$ cat config.mk
export PLATFORM = sky130hd
export DESIGN_NAME = lif_neuron_layer_flat
export DESIGN_NICKNAME = d
export VERILOG_FILES = /design/src/rtl/lif_pkg.sv /design/src/rtl/lif_neuron_layer_if.sv /design/src/rtl/lif_update.sv /design/src/rtl/lif_neuron_layer.sv /design/src/flat_wrapper.sv
export SDC_FILE = /design/constraint.sdc
export NUM_CORES = 1
export LEC_CHECK = 0
export ABC_AREA = 0
export CAP_MARGIN = 25
export CORE_ASPECT_RATIO = 0.6
export CORE_MARGIN = 5
export CORE_UTILIZATION = 45
export DETAILED_ROUTE_END_ITERATION = 7
export SETUP_SLACK_MARGIN = 0.3
export SYNTH_ARGS = -nofsm -noshare
export SYNTH_HDL_FRONTEND = slang
export SYNTH_SLANG_ARGS = --single-unit
$ cat constraint.sdc
create_clock -name clk -period 11.71 [get_ports clk]
set_clock_uncertainty 0.05 [all_clocks]
set_input_delay 1.7565 -clock clk [delete_from_list [all_inputs] [get_ports clk]]
set_output_delay 1.7565 -clock clk [all_outputs]
set_load 0.01 [all_outputs]
$ cat src/rtl/lif_pkg.sv
// Shared types, default geometry and saturation helper for the LIF neuron layer.
package lif_pkg;

    localparam int unsigned N_NEURONS_DEF = 4;
    localparam int unsigned N_INPUTS_DEF  = 8;
    localparam int unsigned W_U_DEF       = 8;
    localparam int unsigned W_R_DEF       = 3;
    localparam int unsigned W_SHIFT       = 3;
    localparam int unsigned W_IDX_DEF     = $clog2(N_NEURONS_DEF);
    localparam int unsigned W_SUM_DEF     = $clog2(N_INPUTS_DEF + 1);

    typedef enum logic [0:0] {
        IDLE = 1'b0,
        RUN  = 1'b1
    } state_e;

    // Clamp a signed value to the range of a w-bit two's complement number.
    function automatic logic signed [31:0] sat_s(input logic signed [31:0] v,
                                                 input int unsigned w);
        logic signed [31:0] hi;
        logic signed [31:0] lo;
        hi = (32'sd1 <<< (w - 1)) - 32'sd1;
        lo = -hi - 32'sd1;
        if (v > hi) return hi;
        if (v < lo) return lo;
        return v;
    endfunction

endpackage

$ cat src/rtl/lif_neuron_layer_if.sv
// Config, weight-write, input and start/busy/done bus of the LIF neuron layer.
interface lif_neuron_layer_if
    import lif_pkg::*;
#(
    parameter int unsigned N_NEURONS = N_NEURONS_DEF,
    parameter int unsigned N_INPUTS  = N_INPUTS_DEF,
    parameter int unsigned W_U       = W_U_DEF,
    parameter int unsigned W_R       = W_R_DEF
);
    localparam int unsigned W_IDX = $clog2(N_NEURONS);

    logic [W_SHIFT-1:0]   cfg_shift;
    logic [W_U-1:0]       cfg_theta;
    logic [W_R-1:0]       cfg_refractory;
    logic                 w_we;
    logic [W_IDX-1:0]     w_addr;
    logic [N_INPUTS-1:0]  w_data;
    logic [N_INPUTS-1:0]  x_in;
    logic                 start;
    logic                 busy;
    logic                 done;
    logic [N_NEURONS-1:0] spikes;

    modport master (
        output cfg_shift, cfg_theta, cfg_refractory, w_we, w_addr, w_data, x_in, start,
        input  busy, done, spikes
    );

    modport slave (
        input  cfg_shift, cfg_theta, cfg_refractory, w_we, w_addr, w_data, x_in, start,
        output busy, done, spikes
    );

endinterface

$ cat src/rtl/lif_update.sv
// Combinational single-neuron update: leak, synaptic sum, reset-by-subtraction,
// saturation, threshold compare and refractory next-state.
module lif_update
    import lif_pkg::*;
#(
    parameter int unsigned N_INPUTS = N_INPUTS_DEF,
    parameter int unsigned W_U      = W_U_DEF,
    parameter int unsigned W_R      = W_R_DEF
) (
    input  logic signed [W_U-1:0] u_i,
    input  logic                  was_spike_i,
    input  logic [W_R-1:0]        refr_i,
    input  logic [N_INPUTS-1:0]   w_i,
    input  logic [N_INPUTS-1:0]   x_i,
    input  logic [W_SHIFT-1:0]    shift_i,
    input  logic [W_U-1:0]        theta_i,
    input  logic [W_R-1:0]        refr_cfg_i,
    output logic signed [W_U-1:0] u_new_c,
    output logic                  spike_c,
    output logic [W_R-1:0]        refr_new_c
);
    localparam int unsigned W_S = $clog2(N_INPUTS + 1);
    localparam int unsigned W_X = W_U + 2;

    logic [N_INPUTS-1:0]   hits;
    logic [W_S-1:0]        sum;
    logic signed [W_X-1:0] u_x;
    logic signed [W_X-1:0] beta;
    logic signed [W_X-1:0] sum_x;
    logic signed [W_X-1:0] sub_x;
    logic signed [W_X-1:0] acc;
    logic signed [W_X-1:0] u_new_x;
    logic signed [W_X-1:0] theta_x;
    logic                  refractory;

    always_comb begin
        hits = w_i & x_i;
        sum  = '0;
        for (int j = 0; j < int'(N_INPUTS); j++) begin
            sum = sum + W_S'(hits[j]);
        end

        refractory = (refr_i != '0);
        u_x        = W_X'(u_i);
        beta       = (shift_i == '0) ? u_x : (u_x - (u_x >>> shift_i));
        sum_x      = refractory ? '0 : W_X'(sum);
        theta_x    = W_X'(theta_i);
        sub_x      = was_spike_i ? theta_x : '0;
        acc        = beta + sum_x - sub_x;

        u_new_c    = W_U'(sat_s(32'(acc), W_U));
        u_new_x    = W_X'(u_new_c);
        spike_c    = !refractory && (u_new_x >= theta_x);

        // A neuron in refractory counts down; otherwise a fresh spike arms the counter.
        if (refractory) begin
            refr_new_c = refr_i - W_R'(1);
        end else if (spike_c) begin
            refr_new_c = refr_cfg_i;
        end else begin
            refr_new_c = '0;
        end
    end

endmodule

$ cat src/rtl/lif_neuron_layer.sv
// Time-multiplexed LIF neuron layer: one start sweeps every neuron through a shared
// update datapath, one neuron per cycle, then publishes the spike vector.
module lif_neuron_layer
    import lif_pkg::*;
#(
    parameter int unsigned N_NEURONS = N_NEURONS_DEF,
    parameter int unsigned N_INPUTS  = N_INPUTS_DEF,
    parameter int unsigned W_U       = W_U_DEF,
    parameter int unsigned W_R       = W_R_DEF
) (
    input logic               clk,
    input logic               rst_n,
    lif_neuron_layer_if.slave bus
);
    localparam int unsigned W_IDX = $clog2(N_NEURONS);

    state_e                state_q, state_d;
    logic [W_IDX-1:0]      idx_q, idx_d;
    logic [N_INPUTS-1:0]   x_q, x_d;
    logic [W_SHIFT-1:0]    shift_q, shift_d;
    logic [W_U-1:0]        theta_q, theta_d;
    logic [W_R-1:0]        refr_cfg_q, refr_cfg_d;
    logic signed [W_U-1:0] u_q [N_NEURONS];
    logic signed [W_U-1:0] u_d [N_NEURONS];
    logic [W_R-1:0]        refr_q [N_NEURONS];
    logic [W_R-1:0]        refr_d [N_NEURONS];
    logic [N_INPUTS-1:0]   w_q [N_NEURONS];
    logic [N_INPUTS-1:0]   w_d [N_NEURONS];
    logic [N_NEURONS-1:0]  was_spike_q, was_spike_d;
    logic [N_NEURONS-1:0]  work_q, work_d;
    logic [N_NEURONS-1:0]  spikes_q, spikes_d;
    logic                  busy_q, busy_d;
    logic                  done_q, done_d;

    logic signed [W_U-1:0] u_new_c;
    logic                  spike_c;
    logic [W_R-1:0]        refr_new_c;

    lif_update #(
        .N_INPUTS (N_INPUTS),
        .W_U      (W_U),
        .W_R      (W_R)
    ) u_update (
        .u_i         (u_q[idx_q]),
        .was_spike_i (was_spike_q[idx_q]),
        .refr_i      (refr_q[idx_q]),
        .w_i         (w_q[idx_q]),
        .x_i         (x_q),
        .shift_i     (shift_q),
        .theta_i     (theta_q),
        .refr_cfg_i  (refr_cfg_q),
        .u_new_c     (u_new_c),
        .spike_c     (spike_c),
        .refr_new_c  (refr_new_c)
    );

    always_comb begin
        state_d     = state_q;
        idx_d       = idx_q;
        x_d         = x_q;
        shift_d     = shift_q;
        theta_d     = theta_q;
        refr_cfg_d  = refr_cfg_q;
        u_d         = u_q;
        refr_d      = refr_q;
        w_d         = w_q;
        was_spike_d = was_spike_q;
        work_d      = work_q;
        spikes_d    = spikes_q;
        done_d      = 1'b0;

        case (state_q)
            IDLE: begin
                if (bus.w_we) begin
                    w_d[bus.w_addr] = bus.w_data;
                end
                if (bus.start) begin
                    x_d        = bus.x_in;
                    shift_d    = bus.cfg_shift;
                    theta_d    = bus.cfg_theta;
                    refr_cfg_d = bus.cfg_refractory;
                    idx_d      = '0;
                    work_d     = '0;
                    state_d    = RUN;
                end
            end
            RUN: begin
                u_d[idx_q]         = u_new_c;
                refr_d[idx_q]      = refr_new_c;
                was_spike_d[idx_q] = spike_c;
                work_d[idx_q]      = spike_c;
                idx_d              = idx_q + W_IDX'(1);
                // Last neuron: publish the whole vector at once and return to IDLE.
                if (idx_q == W_IDX'(N_NEURONS - 1)) begin
                    idx_d    = '0;
                    spikes_d = work_d;
                    done_d   = 1'b1;
                    state_d  = IDLE;
                end
            end
            default: state_d = IDLE;
        endcase

        busy_d = (state_d == RUN);
    end

    always_ff @(posedge clk or negedge rst_n) begin
        if (!rst_n) begin
            state_q     <= IDLE;
            idx_q       <= '0;
            x_q         <= '0;
            shift_q     <= '0;
            theta_q     <= '0;
            refr_cfg_q  <= '0;
            was_spike_q <= '0;
            work_q      <= '0;
            spikes_q    <= '0;
            busy_q      <= 1'b0;
            done_q      <= 1'b0;
            for (int i = 0; i < int'(N_NEURONS); i++) begin
                u_q[i]    <= '0;
                refr_q[i] <= '0;
                w_q[i]    <= '0;
            end
        end else begin
            state_q     <= state_d;
            idx_q       <= idx_d;
            x_q         <= x_d;
            shift_q     <= shift_d;
            theta_q     <= theta_d;
            refr_cfg_q  <= refr_cfg_d;
            was_spike_q <= was_spike_d;
            work_q      <= work_d;
            spikes_q    <= spikes_d;
            busy_q      <= busy_d;
            done_q      <= done_d;
            u_q         <= u_d;
            refr_q      <= refr_d;
            w_q         <= w_d;
        end
    end

    assign bus.busy   = busy_q;
    assign bus.done   = done_q;
    assign bus.spikes = spikes_q;

endmodule

$ cat src/flat_wrapper.sv
// flat-port wrapper written by rule: the top's interface ports become plain ports
module lif_neuron_layer_flat import lif_pkg::*;
#(
    parameter int unsigned N_NEURONS = N_NEURONS_DEF,
    parameter int unsigned N_INPUTS  = N_INPUTS_DEF,
    parameter int unsigned W_U       = W_U_DEF,
    parameter int unsigned W_R       = W_R_DEF
)
  (clk, rst_n, bus_cfg_shift, bus_cfg_theta, bus_cfg_refractory, bus_w_we, bus_w_addr, bus_w_data, bus_x_in, bus_start, bus_busy, bus_done, bus_spikes);
  lif_neuron_layer_if #(.N_NEURONS(N_NEURONS), .N_INPUTS(N_INPUTS), .W_U(W_U), .W_R(W_R)) bus_i ();
  input logic clk;
  input logic rst_n;
  input wire logic [$bits(bus_i.cfg_shift)-1:0] bus_cfg_shift;
  input wire logic [$bits(bus_i.cfg_theta)-1:0] bus_cfg_theta;
  input wire logic [$bits(bus_i.cfg_refractory)-1:0] bus_cfg_refractory;
  input wire logic [$bits(bus_i.w_we)-1:0] bus_w_we;
  input wire logic [$bits(bus_i.w_addr)-1:0] bus_w_addr;
  input wire logic [$bits(bus_i.w_data)-1:0] bus_w_data;
  input wire logic [$bits(bus_i.x_in)-1:0] bus_x_in;
  input wire logic [$bits(bus_i.start)-1:0] bus_start;
  output wire logic [$bits(bus_i.busy)-1:0] bus_busy;
  output wire logic [$bits(bus_i.done)-1:0] bus_done;
  output wire logic [$bits(bus_i.spikes)-1:0] bus_spikes;
  assign bus_i.cfg_shift = bus_cfg_shift;
  assign bus_i.cfg_theta = bus_cfg_theta;
  assign bus_i.cfg_refractory = bus_cfg_refractory;
  assign bus_i.w_we = bus_w_we;
  assign bus_i.w_addr = bus_w_addr;
  assign bus_i.w_data = bus_w_data;
  assign bus_i.x_in = bus_x_in;
  assign bus_i.start = bus_start;
  assign bus_busy = bus_i.busy;
  assign bus_done = bus_i.done;
  assign bus_spikes = bus_i.spikes;
  lif_neuron_layer #(.N_NEURONS(N_NEURONS), .N_INPUTS(N_INPUTS), .W_U(W_U), .W_R(W_R)) u_core (.clk(clk), .rst_n(rst_n), .bus(bus_i));
endmodule
==> flow_metrics.py <==
metrics = {
    "worst_setup_path": {
        "startpoint": "u_core.idx_q[0]",
        "crit_fanout": 10,
        "cpMostUsedCell": "fa_1",
        "cp.required_ns": 11.92,
        "timing.rr.end": "u_core.refr_q[2]",
        "start_kind": "flop",
        "path_class": "reg -> reg",
        "worstPathArrival_ns": 8.82,
        "cpMaxStageDelayCell": "dfrtp_1",
        "r2r-start": "u_core.idx_q[0]",
        "critPathMaxStageDelay_ns": 0.64,
        "rr_worst_depth": 28,
        "cp-end-kind": "flop",
        "rrSetupSlack_ns": 3.10,
    },
    "synth": {
        "ys_ff_latch": 113,
        "synth.avg_cell_area_sq_um": 10.39,
        "synth_top_area_share_pct": 44.09,
        "synth.net_count": 701,
        "synth_area_leader_cell": "dfrtp_1",
        "yosys_warnings": 0,
        "synth_edf_count": 0,
        "synth_xor_area_share_pct": 1.619,
        "synth-adder-area-share_pct": 10.42,
        "ys_seq_area_share_pct": 44.09,
        "syn-instance-count": 617,
        "synth_ff_type": "dfrtp_1",
        "synth.area.top_cells": "dfrtp_1, mux4_2, nand2_1, ha_1, mux2_2",
        "synth_top_family_by_area": "multiplexers",
        "async_reset_ff_share_pct": 100.0,
        "synthSimpleGateAreaFrac_pct": 14.34,
        "synthMuxAreaShare_pct": 16.13,
        "synth_compound_area_share_pct": 9.891,
        "syn_area_sq_um": 6414,
        "ys_types": 56,
    },
    "min_path": {
        "hp-class": "reg -> reg",
        "min_to": "u_core.refr_cfg_q[2]",
        "hold_depth": 2,
        "hp-start": "u_core.refr_cfg_q[2]",
    },
    "route": {
        "drt_wl_total_microns": 15450,
        "drt_pass1_iterations": 7,
        "vias": 4782,
        "wl_per_cell_microns": 17.84,
        "viasPerCell": 5.522,
        "drc_errors": 3,
        "drtIter0Drc": 380,
        "ant_nets": 0,
    },
    "global_routing": {
        "antenna_found_initial": 0,
        "grt.total_usage_pct": 19.65,
        "grt_overflow": 0,
        "grt_pass1_vias": 4836,
        "grt_pass1_wl_microns": 25310,
        "grt_max_degree": 68,
    },
    "sta": {
        "post-route-period-util_pct": 73.52,
        "slew_viol_final": 0,
        "setup_viol": 0,
        "rsz0062_at_grt": "false",
        "finalSetupTns_ns": 0,
        "max_freq_mhz": 116.2,
        "tightest_slew_ns": 1.025,
        "hold_violations": 0,
        "slew_headroom_pct": 31.69,
        "period_needed_ns": 8.609,
    },
    "die": {
        "io_pins": 42,
        "dieWidth_microns": 164.1,
        "start_util_pct": 46.51,
        "rows": 33,
        "core_area_sq_um": 13790,
        "die_h_microns": 102.5,
        "dieArea_sq_um": 16820,
    },
    "finish": {
        "drive_gt1_share_pct": 16.62,
        "num_antenna_cells": 0,
        "nFillCells": 1239,
        "areaGrowthSynthToFinish_pct": 18.26,
        "nets": 745,
    },
    "status": {
        "run_status": "finished, violations left",
        "violations": "DRC",
    },
    "clocking": {
        "cts_sinks": 113,
        "clk_pin_slew_ns": 0.06,
        "clockBufferDepth": 2,
        "numCtsBuffers": 17,
        "cts_setup_buffers": 0,
        "cts-root-buf": "clkbuf_16",
        "worstSkewPairLatency_ns": 0.41,
        "post_cts_resized": 0,
        "ctsHoldBuffers": 0,
        "htreeDepth": 4,
        "cts_tree": "yes",
    },
    "placement": {
        "place_congestion": 0.8979,
        "io_buffers": 41,
        "dp_hpwl_microns": 11320,
    },
    "flow_run": {
        "drv_cap": 0,
    },
}
[metrics by stage]
stage          setup slack, ns  hold slack (ns)  utilization (%)  instance area (sq um)  cells
2_1_floorplan            3.539           0.3874                -                   6414    617
4_1_cts                  3.113           0.4314            55.00                   7585    866
6_report                 3.101           0.4265            55.00                   7585    866
5_1_grt                  2.522           0.4560            55.00                   7585    866
3_5_place_dp             3.139           0.4168            51.01                   7034    834
3_3_place_gp             3.412           0.4076            50.95                   7027    833
[cells in the mapped netlist, types with 3 or more instances]
cell and n:
nand2_1 138, dfrtp_1 113, ha_1 39, mux2_2 37, inv_1 33, nor2_1 30, o21ai_0 28, o21ai_1 27
mux4_2 23, clkbuf_1 20, a21oi_1 13, a31oi_1 12, mux2i_1 10, fa_1 9, and2_1 7, a21o_1 5
nand3_1 5, xnor2_1 5, xor2_1 5, nor3_1 4, o21a_1 4, buf_2 3, nor2b_1 3, o31ai_1 3
or2_2 3
[state kept, by name (all words and copies together), names as in the netlist]
name                cells
u_core.theta_q          8
u_core.idx_q            2
u_core.x_q              8
u_core.bus.spikes       4
u_core.refr_q          12
u_core.state_q          1
u_core.refr_cfg_q       3
u_core.was_spike_q      4
u_core.work_q           3
u_core.w_q             32
u_core.u_q             32
u_core.shift_q          3
u_core.bus.done         1
[per-layer routing]
layer  up-vias  wire, microns  global-route usage (%)
met2       158           6334                   27.42
met3        10           1054                   4.837
met5         -              0                       0
met1      2369           7958                   30.71
met4         0            104                   4.575
li1       2245              -                       -
[worst max-delay path, delay by kind of cell, from the launching register on]
kind,cells,cell delay (ns)
AOI/OAI and AO/OA,9,2.26
xor gates and xnor gates,1,0.34
adders and majority gates,8,3.36
buffers and inverters,4,0.36
DFF,1,0.64
muxes,1,0.56
and+or+nand+nor,5,0.91
[cell usage in the layout (no fill, tap or decap), drive strengths merged, types with 6 or more instances in the layout]
cell / synthesis / routed
mux2i: 10 / 10
a31oi: 12 / 12
fa: 9 / 9
nand2: 138 / 138
inv: 34 / 42
dfrtp: 113 / 113
mux4: 23 / 23
clkbuf: 20 / 18
o21ai: 56 / 56
clkdlybuf4s50: 0 / 40
xor2: 6 / 6
buf: 5 / 10
nor2: 30 / 30
a21oi: 14 / 14
mux2: 37 / 37
and2: 7 / 7
ha: 39 / 39
[worst max-delay path by stage]
| stage | to | slack (ns) |
|---|---|---|
| detailed placement | u_core.refr_q[8] | 3.14 |
| finish | u_core.refr_q[2] | 3.10 |
| CTS | u_core.refr_q[8] | 3.11 |
| floorplan | u_core.refr_q[0] | 3.54 |
| global placement | u_core.refr_q[0] | 3.41 |
| global route | u_core.refr_q[2] | 2.52 |
[final cells by class]
cell class / instances / area, sq um / share of cell area, %
well taps: 192 / 240.2 / 3.167
repair buffers: 50 / 475.5 / 6.269
flip-flops and latches: 113 / 2828 / 37.28
clock inverters: 14 / 121.4 / 1.600
multi-input cells: 445 / 3363 / 44.34
inverters: 34 / 127.6 / 1.683
clock buffers: 18 / 429.2 / 5.658
[kinds of logic (layout without fill, tap and decap cells)]
group / count (synthesis) / in the layout
AND/OR/NAND/NOR: 210 / 210
flip-flops: 113 / 113
AO/OA/AOI/OAI: 106 / 106
multiplexers: 70 / 70
buffers and inverters: 59 / 116
adder cells (fa/ha/maj): 48 / 48
XOR/XNOR: 11 / 11
Power is not shown: default switching activity piles up to over one toggle a cycle in this logic, so the estimate is an artifact.
